`config.mk`:
```
export PLATFORM = sky130hd
export DESIGN_NAME = ifetch_prefetch_queue
export DESIGN_NICKNAME = d
export VERILOG_FILES = /design/src/rtl/ifetch_prefetch_queue.sv
export SDC_FILE = /design/constraint.sdc
export NUM_CORES = 1
export LEC_CHECK = 0
export BUFFER_PORTS_ARGS = -buffer_cell sky130_fd_sc_hd__buf_2
export CAP_MARGIN = 20
export CORE_MARGIN = 2
export CORE_UTILIZATION = 62
export DETAILED_ROUTE_END_ITERATION = 10
export GPL_ROUTABILITY_DRIVEN = 0
export PLACE_DENSITY = 0.85
export SLEW_MARGIN = 10
export SYNTH_ARGS = -nofsm -noshare
export SYNTH_HDL_FRONTEND = slang
export SYNTH_SLANG_ARGS = --single-unit
```
`constraint.sdc`:
```
create_clock -name clk -period 8.5 [get_ports clk]
set_input_delay 1.275 -clock clk [delete_from_list [all_inputs] [get_ports clk]]
set_output_delay 1.275 -clock clk [all_outputs]
set_load 0.005 [all_outputs]
```
`src/rtl/ifetch_prefetch_queue.sv`:
```
// Instruction-fetch front end: issues sequential fetches over a req/ack handshake
// and buffers returned words with their PCs in a small FIFO drained by decode.
module ifetch_prefetch_queue #(
  parameter int unsigned DEPTH     = 4,
  parameter logic [31:0] RESET_PC  = 32'h0000_0000,
  parameter logic [31:0] NOP_INSTR = 32'h0000_0013
) (
  input  logic                     clk,
  input  logic                     rst,
  input  logic                     redirect_in_if,
  input  logic [31:0]              redirect_target_in_if,
  output logic                     imem_req_out,
  output logic [31:0]              imem_addr_out,
  input  logic                     imem_ack_in,
  input  logic [31:0]              imem_data_in,
  input  logic                     id_ready_in,
  output logic                     inst_valid_out,
  output logic [31:0]              inst_out,
  output logic [31:0]              pc_out,
  output logic [31:0]              pc4_out,
  output logic                     halt_out,
  output logic [$clog2(DEPTH):0]   queue_count_out
);

  localparam int unsigned AW = $clog2(DEPTH);
  localparam int unsigned CW = AW + 1;

  typedef enum logic [1:0] {S_IDLE, S_WAIT, S_HALTED} state_t;

  typedef struct packed {
    logic [31:0] pc;
    logic [31:0] inst;
    logic        halt;
  } entry_t;

  state_t          state, state_next;
  logic [31:0]     fetch_pc, fetch_pc_next;
  logic [31:0]     req_addr, req_addr_next;
  logic            drop, drop_next;
  entry_t          mem [DEPTH];
  entry_t          head, push_entry;
  logic [AW-1:0]   wr_ptr, rd_ptr;
  logic [CW-1:0]   count;
  logic            ack, has_room, push, pop;

  // An ack is only meaningful while a request is outstanding.
  assign ack      = imem_ack_in & (state == S_WAIT);
  assign has_room = (count < CW'(DEPTH));
  assign pop      = inst_valid_out & id_ready_in & ~redirect_in_if;
  assign head     = mem[rd_ptr];
  assign queue_count_out = count;

  always_ff @(posedge clk or negedge rst) begin
    if (!rst) state <= S_IDLE;
    else      state <= state_next;
  end

  always_comb begin
    state_next    = state;
    fetch_pc_next = fetch_pc;
    req_addr_next = req_addr;
    drop_next     = drop;
    push          = 1'b0;
    push_entry    = '{pc: fetch_pc, inst: NOP_INSTR, halt: 1'b1};

    unique case (state)
      S_IDLE: begin
        if (has_room) begin
          if (fetch_pc[1:0] != 2'b00) begin
            push       = 1'b1;
            state_next = S_HALTED;
          end else begin
            req_addr_next = fetch_pc;
            state_next    = S_WAIT;
          end
        end
      end
      S_WAIT: begin
        if (ack) begin
          if (!drop) begin
            push          = 1'b1;
            push_entry    = '{pc: fetch_pc, inst: imem_data_in, halt: 1'b0};
            fetch_pc_next = fetch_pc + 32'd4;
          end
          drop_next  = 1'b0;
          state_next = S_IDLE;
        end
      end
      S_HALTED: state_next = S_HALTED;
      default:  state_next = S_IDLE;
    endcase

    // Redirect wins over everything; an un-acked request stays on the bus
    // with its old address and its eventual word is thrown away.
    if (redirect_in_if) begin
      push          = 1'b0;
      fetch_pc_next = redirect_target_in_if;
      req_addr_next = req_addr;
      if (state == S_WAIT && !ack) begin
        state_next = S_WAIT;
        drop_next  = 1'b1;
      end else begin
        state_next = S_IDLE;
        drop_next  = 1'b0;
      end
    end
  end

  always_comb begin
    imem_req_out   = (state == S_WAIT);
    imem_addr_out  = req_addr;
    inst_valid_out = (count != '0);
    inst_out       = '0;
    pc_out         = '0;
    pc4_out        = '0;
    halt_out       = 1'b0;
    if (inst_valid_out) begin
      inst_out = head.inst;
      pc_out   = head.pc;
      pc4_out  = head.pc + 32'd4;
      halt_out = head.halt;
    end
  end

  always_ff @(posedge clk or negedge rst) begin
    if (!rst) begin
      fetch_pc <= RESET_PC;
      req_addr <= '0;
      drop     <= 1'b0;
      wr_ptr   <= '0;
      rd_ptr   <= '0;
      count    <= '0;
    end else begin
      fetch_pc <= fetch_pc_next;
      req_addr <= req_addr_next;
      drop     <= drop_next;
      if (redirect_in_if) begin
        wr_ptr <= '0;
        rd_ptr <= '0;
        count  <= '0;
      end else begin
        if (push) wr_ptr <= wr_ptr + AW'(1);
        if (pop)  rd_ptr <= rd_ptr + AW'(1);
        count <= count + CW'(push) - CW'(pop);
      end
    end
  end

  // NOTE: storage is left unreset; every head output is masked by inst_valid_out,
  // so stale entries are never visible and the array stays plain flops/RAM.
  always_ff @(posedge clk) begin
    if (push) mem[wr_ptr] <= push_entry;
  end

endmodule

```
==> results_dict.tcl, run 1 <==
set metrics [dict create \
    startpoint "rd_ptr[0]" \
    crit_slowest_cell "dfrtp_4" \
    portBuffers 202 \
    finalNetCount 1187 \
    grt_max_degree 75 \
    hold_violations 0 \
    hpwlAfterDp_um 19100 \
    syn-num-nets 987 \
    viasPerCell 6.11 \
    r2r_end "mem[2][15]" \
    fin_crit_sh 0.662 \
    crit_end "pc4_out[26]" \
    r2r_cells 6 \
    fillers 1361 \
    crit_top_cell "or4_1" \
    cts_tree "yes" \
    final_cell_area_um2 16700 \
    dr.pass1.iters 5 \
    yosysTopAreaCell "edfxtp_1" \
    cts_root_buf "clkbuf_16" \
    min_period_ps 5620 \
    p_leak_nw 6.21 \
    clock_latency_ps 530 \
    wl_per_cell_um 22.4 \
    synth_top_area_share 0.544 \
    cts_max_path_buffers 3 \
    synth_seq_cells 334 \
    antenna_found_initial 0 \
    grt-ovfl-total 0 \
    setup_violations 0 \
    clk_pin_slew_ps 60 \
    fin_skew_ps 23.8 \
    fp.dieW_um 156 \
    syn_avg_cell_area_um2 15.8 \
    clock_sinks 334 \
    cts_setup_buffers 0 \
    placed_cell_area_um2 15600 \
    synth_ff_type "edfxtp_1" \
    dieArea_um2 24400 \
    cp_data_arrival_time_ps 4350 \
    drt_iter0_drc 919 \
    area_delta_synth_final_pct 16.7 \
    vias 8679 \
    syn_area_um2 14300 \
    cts_buffers 34 \
    grt_pass1_wl_um 49000 \
    drt_wl_total_um 31900 \
    ys_seq_area_frac 0.673 \
    drive_gt1_frac 0.326 \
    ys_warn_count 0 \
    critPathRequiredTime_ps 7220 \
    hold_class "flip-flop to flip-flop" \
    cts_resized 0 \
    rr_startpoint "state[1]" \
    ctsHtreeMaxLevel 2 \
    dieHeight_um 156 \
    status "finished clean" \
    grt_pass1_vias 8665 \
    ir_worst_vdd_v 0.000171 \
    core_um2 22700 \
    tns_ps 0 \
    powerDensity_nw_per_um2 307 \
    worst-setup-path-type "flip-flop to output pin" \
    pin_count 203 \
    path_max_fanout 44 \
    post_cts_hold_buffer_count 0 \
    num_rows 55 \
    diodes 0 \
    ys_types 42 \
    path_cells "buf_4 -> mux4_2 -> ha_1 -> nand4_2 -> or4_1 -> or4_1 -> a21oi_1 -> buf_2" \
    cap_violations 0 \
    cp-start-kind "flip-flop" \
    r2r_slack_ps 5150 \
    fmax_ghz 0.178 \
    synthCells 909 \
    synth_edf_count 260 \
    synth-async-reset-ratio 0.222 \
    start_util 0.632 \
    report.final.slew_viol_count 0 \
    drc_errors 0 \
    gr-usage-all-layers 0.265 \
    ant_nets 0 \
    end_kind "output pin" \
    cpPeakStageDelay_ps 980 \
    tightest_slew_ps 1000 \
    synth.area.top_cells "edfxtp_1 (54%), dfrtp_1 (13%), mux4_2 (8.6%)" \
    max-slew-margin-rel 0.334 \
    rsz0062_at_grt "no" \
]
worst min path at each step:
stage | startpoint | to | slack [ps] | cells past startpoint
floorplan | imem_addr_out[11] | imem_addr_out[11] | 470 | 2
global placement | imem_addr_out[11] | imem_addr_out[11] | 460 | 2
detailed placement | imem_addr_out[0] | imem_addr_out[0] | 470 | 1
CTS | imem_addr_out[0] | imem_addr_out[0] | 490 | 1
global route | imem_addr_out[0] | imem_addr_out[0] | 500 | 1
finish | imem_addr_out[1] | imem_addr_out[1] | 490 | 1
worst max-delay path, delay by kind of cell (launching register included):
family	cells	cell delay (ps)
AOI/OAI and AO/OA	1	180
adders and majority gates	1	270
buffers and inverters	2	700
DFF	1	980
muxes	1	370
and+or+nand+nor	3	1310
synthesized netlist by cell type (2+ instances only):
master	count
nor2_1	46
mux2i_1	2
nor4_1	16
and2_1	99
nand4_1	11
nand4_4	2
buf_2	6
clkbuf_1	32
inv_1	15
or4_4	2
a21oi_1	10
xor2_1	17
nor3_1	11
and4_1	5
nor2b_1	2
and3_1	9
mux4_2	55
dfrtp_1	74
mux2_2	34
mux4_1	10
a31oi_1	5
xnor2_1	26
buf_6	2
or3_1	9
or2_2	2
inv_2	2
nand3_1	23
edfxtp_1	260
buf_12	2
nand2_1	49
nand2b_1	3
o31ai_1	3
o21ai_0	39
buf_4	4
or4_1	8
ha_1	8
placed cells by master, fill, tap and decap left out, types with 3 or more instances in the layout:
master / netlist / final
a21oi_1: 10 / 10
a31oi_1: 5 / 5
and2_1: 99 / 95
and3_1: 9 / 9
and4_1: 5 / 5
buf_2: 6 / 201
buf_4: 4 / 10
bufinv_16: 0 / 5
clkbuf_1: 32 / 5
clkbuf_16: 0 / 35
clkinv_1: 0 / 4
clkinv_2: 0 / 7
dfrtp_1: 74 / 72
edfxtp_1: 260 / 260
ha_1: 8 / 8
inv_1: 15 / 15
mux2_2: 34 / 34
mux4_1: 10 / 10
mux4_2: 55 / 55
nand2_1: 49 / 49
nand2b_1: 3 / 3
nand3_1: 23 / 23
nand4_1: 11 / 11
nor2_1: 46 / 46
nor3_1: 11 / 10
nor4_1: 16 / 16
o21ai_0: 39 / 39
o31ai_1: 3 / 3
or3_1: 9 / 9
or4_1: 8 / 8
xnor2_1: 26 / 26
xor2_1: 17 / 17
power breakdown:
part	switching, mW	internal [mW]	leakage [nW]
clock network	0.627	0.925	0.573
logic	0.763	0.678	2.40
registers	0.173	1.98	3.25
kinds of logic (layout without fill, tap and decap cells):
group	count (synthesis)	count (layout)	synth area share
flip-flops	334	334	0.673
buffers and inverters	64	290	0.0216
AND/OR/NAND/NOR	300	300	0.116
adder cells (fa/ha/maj)	9	9	0.00837
multiplexers	101	101	0.133
XOR/XNOR	43	43	0.0262
AO/OA/AOI/OAI	58	58	0.0214
per-stage QoR:
step / worst slack, ps / power (mW) / std cells / hold slack (ps) / util
floorplan: 4460 / 3.02 / 909 / 473 / -
global placement: 3510 / 3.55 / 1358 / 465 / 0.686
detailed placement: 3410 / 3.59 / 1358 / 467 / 0.686
CTS: 2850 / 5.16 / 1420 / 487 / 0.737
global route: 2620 / 5.37 / 1420 / 501 / 0.737
finish: 2880 / 5.15 / 1420 / 486 / 0.737
layout make-up:
type                    instances  area, um2  share of cell area
repair buffers                211       1080              0.0646
flip-flops and latches        334       9660               0.577
clock buffers                  41        908              0.0543
clock inverters                21        260              0.0155
inverters                      17       63.8             0.00381
multi-input cells             511       4410               0.263
well taps                     285        357              0.0213
registers in the layout, summed over array words and instances (netlist names):
register / cells
drop: 1
fetch_pc: 32
imem_addr_out: 32
mem: 260
queue_count_out: 3
rd_ptr: 2
state: 2
wr_ptr: 2
routing by layer:
layer,share of wire,GRT usage,up-vias
met5,0,0,-
met4,0.031,0.0944,0
met3,0.080,0.0394,73
met2,0.48,0.426,451
met1,0.41,0.379,4311
li1,-,-,3844
Power figures use the tool's default switching activity.
==> run 2: changes to the inputs <==
--- a/config.mk
+++ b/config.mk
@@ -8,10 +8,10 @@
 export BUFFER_PORTS_ARGS = -buffer_cell sky130_fd_sc_hd__buf_2
 export CAP_MARGIN = 20
 export CORE_MARGIN = 2
-export CORE_UTILIZATION = 62
+export CORE_UTILIZATION = 57
 export DETAILED_ROUTE_END_ITERATION = 10
 export GPL_ROUTABILITY_DRIVEN = 0
-export PLACE_DENSITY = 0.85
+export PLACE_DENSITY = 0.79
 export SLEW_MARGIN = 10
 export SYNTH_ARGS = -nofsm -noshare
 export SYNTH_HDL_FRONTEND = slang
==> constraint.sdc (replaced) <==
create_clock -name clk -period 5.3 [get_ports clk]
set_input_delay 0.795 -clock clk [delete_from_list [all_inputs] [get_ports clk]]
set_output_delay 0.795 -clock clk [all_outputs]
set_load 0.005 [all_outputs]
==> run 2 against run 1 <==
Compared with the run above:
- global-route usage decreased by 2.1 points
- cell count rose by 3.5%
- routed wire length fell by 0.30%
- worst setup slack worse by 1900 ps
- design area up 0.83%
- worst hold slack got worse by 81 ps
- count of clock-buffer cells in the layout is 4 higher
- critical path depth fell by 1
- combinational power rose by 62%
- clock skew shrank 1.1 ps
- register-to-register slack worse by 3000 ps
- largest power group unchanged
==> results_dict.tcl, run 2 (synthesis results as in run 1) <==
set metrics [dict create \
    status "finished clean" \
    end_kind "output pin" \
    grt_pass1_vias 8560 \
    grt_pass1_wl_um 49100 \
    hpwlAfterDp_um 19900 \
    regMostFlops "mem" \
    fmax_ghz 0.229 \
    ant_nets 0 \
    cts_root_buf "clkbuf_16" \
    pre_cts_ws_ps 1450 \
    fp.dieW_um 163 \
    viasPerCell 5.88 \
    antenna_found_initial 0 \
    hold_violations 0 \
    area_delta_synth_final_pct 17.6 \
    start_util 0.575 \
    largest_reg_flops 260 \
    path_max_fanout 30 \
    vias 8637 \
    drive_gt1_frac 0.328 \
    cp_data_arrival_time_ps 3570 \
    tightest_slew_ps 1020 \
    r2r_slack_ps 2170 \
    min_period_ps 4360 \
    cts_buffers 35 \
    drc_errors 0 \
    report.final.slew_viol_count 0 \
    dr.pass1.iters 6 \
    ir_worst_vdd_v 0.000269 \
    max-slew-margin-rel 0.322 \
    diodes 0 \
    post_cts_hold_buffer_count 0 \
    hold_class "input port to asynchronous set/reset pin" \
    drt_iter0_drc 883 \
    clock_latency_ps 520 \
    tns_ps 0 \
    num_rows 58 \
    layout_setup_ws_ps 936 \
    core_um2 25000 \
    cts_setup_buffers 0 \
    cts_max_path_buffers 3 \
    layout_common_cells "edfxtp_1 (260), buf_2 (201), and2_1 (95), dfrtp_1 (72), mux4_2 (55)" \
    pin_count 203 \
    worst-setup-path-type "flip-flop to output pin" \
    drt_wl_total_um 31800 \
    final_common_cell "edfxtp_1" \
    utilization 0.676 \
    clk_pin_slew_ps 60 \
    ctsHtreeMaxLevel 2 \
    finalNetCount 1191 \
    cp-start-kind "flip-flop" \
    gr-usage-all-layers 0.245 \
    critPathRequiredTime_ps 4510 \
    portBuffers 202 \
    dieArea_um2 26500 \
    fillers 1758 \
    p_leak_nw 6.25 \
    grt-ovfl-total 0 \
    r2r_cells 12 \
    fin_skew_ps 22.7 \
    cts_tree "yes" \
    startpoint "rd_ptr[1]" \
    powerDensity_nw_per_um2 493 \
    cap_violations 0 \
    p_total_mw 8.33 \
    setup_violations 0 \
    wl_per_cell_um 21.6 \
    clock_sinks 334 \
    cts_resized 0 \
    rsz0062_at_grt "no" \
    fin_crit_sh 0.823 \
    rr_startpoint "queue_count_out[2]" \
    grt_max_degree 75 \
    dieHeight_um 163 \
]
run 2: path summary, 6_finish.rpt:
| path | endpoint |
|---|---|
| min in group clk | fetch_pc[22] |
| hold reg to reg | imem_addr_out[0] |
| setup reg to reg | queue_count_out[2] |
| max in group asynchronous | rd_ptr[0] |
| hold / removal | imem_addr_out[22] |
| setup / recovery | pc4_out[26] |
run 2: stage by stage:
| stage | area [um2] | cells | hold WS, ps |
|---|---|---|---|
| after floorplan | 14300 | 909 | 473 |
| after global routing | 16900 | 1469 | 471 |
| final | 16900 | 1469 | 405 |
| after CTS | 16900 | 1469 | 439 |
| after detailed placement | 15700 | 1406 | 477 |
| after global placement | 15700 | 1406 | 463 |
run 2: area by class of cell:
cell class	instances	area (um2)	area share
sequential	334	9660	0.573
multi-input combinational	511	4410	0.261
timing repair buffer	214	1120	0.0661
clock buffer	45	955	0.0566
tap	330	413	0.0245
clock inverter	18	262	0.0155
inverter	17	63.8	0.00378
run 2: critical path: stages, from the launching register on:
cell and delay [ps]:
dfrtp_2 870, mux4_2 400, ha_1 240, nand4_2 170, or4_1 670, or4_1 440
a21oi_1 140, buf_2 130
run 2: report_power, final:
part,total (mW),switching (mW),internal (mW)
clock,2.56,0.989,1.58
combinational,2.33,1.23,1.10
sequential,3.43,0.255,3.18
run 2: layer usage:
layer / part of all wire / vias up / track usage / wire length, um
li1: - / 3846 / - / -
met1: 0.42 / 4343 / 0.345 / 13300
met2: 0.48 / 391 / 0.395 / 15200
met3: 0.080 / 57 / 0.0507 / 2540
met4: 0.021 / 0 / 0.0652 / 678
met5: 0 / - / 0 / 0
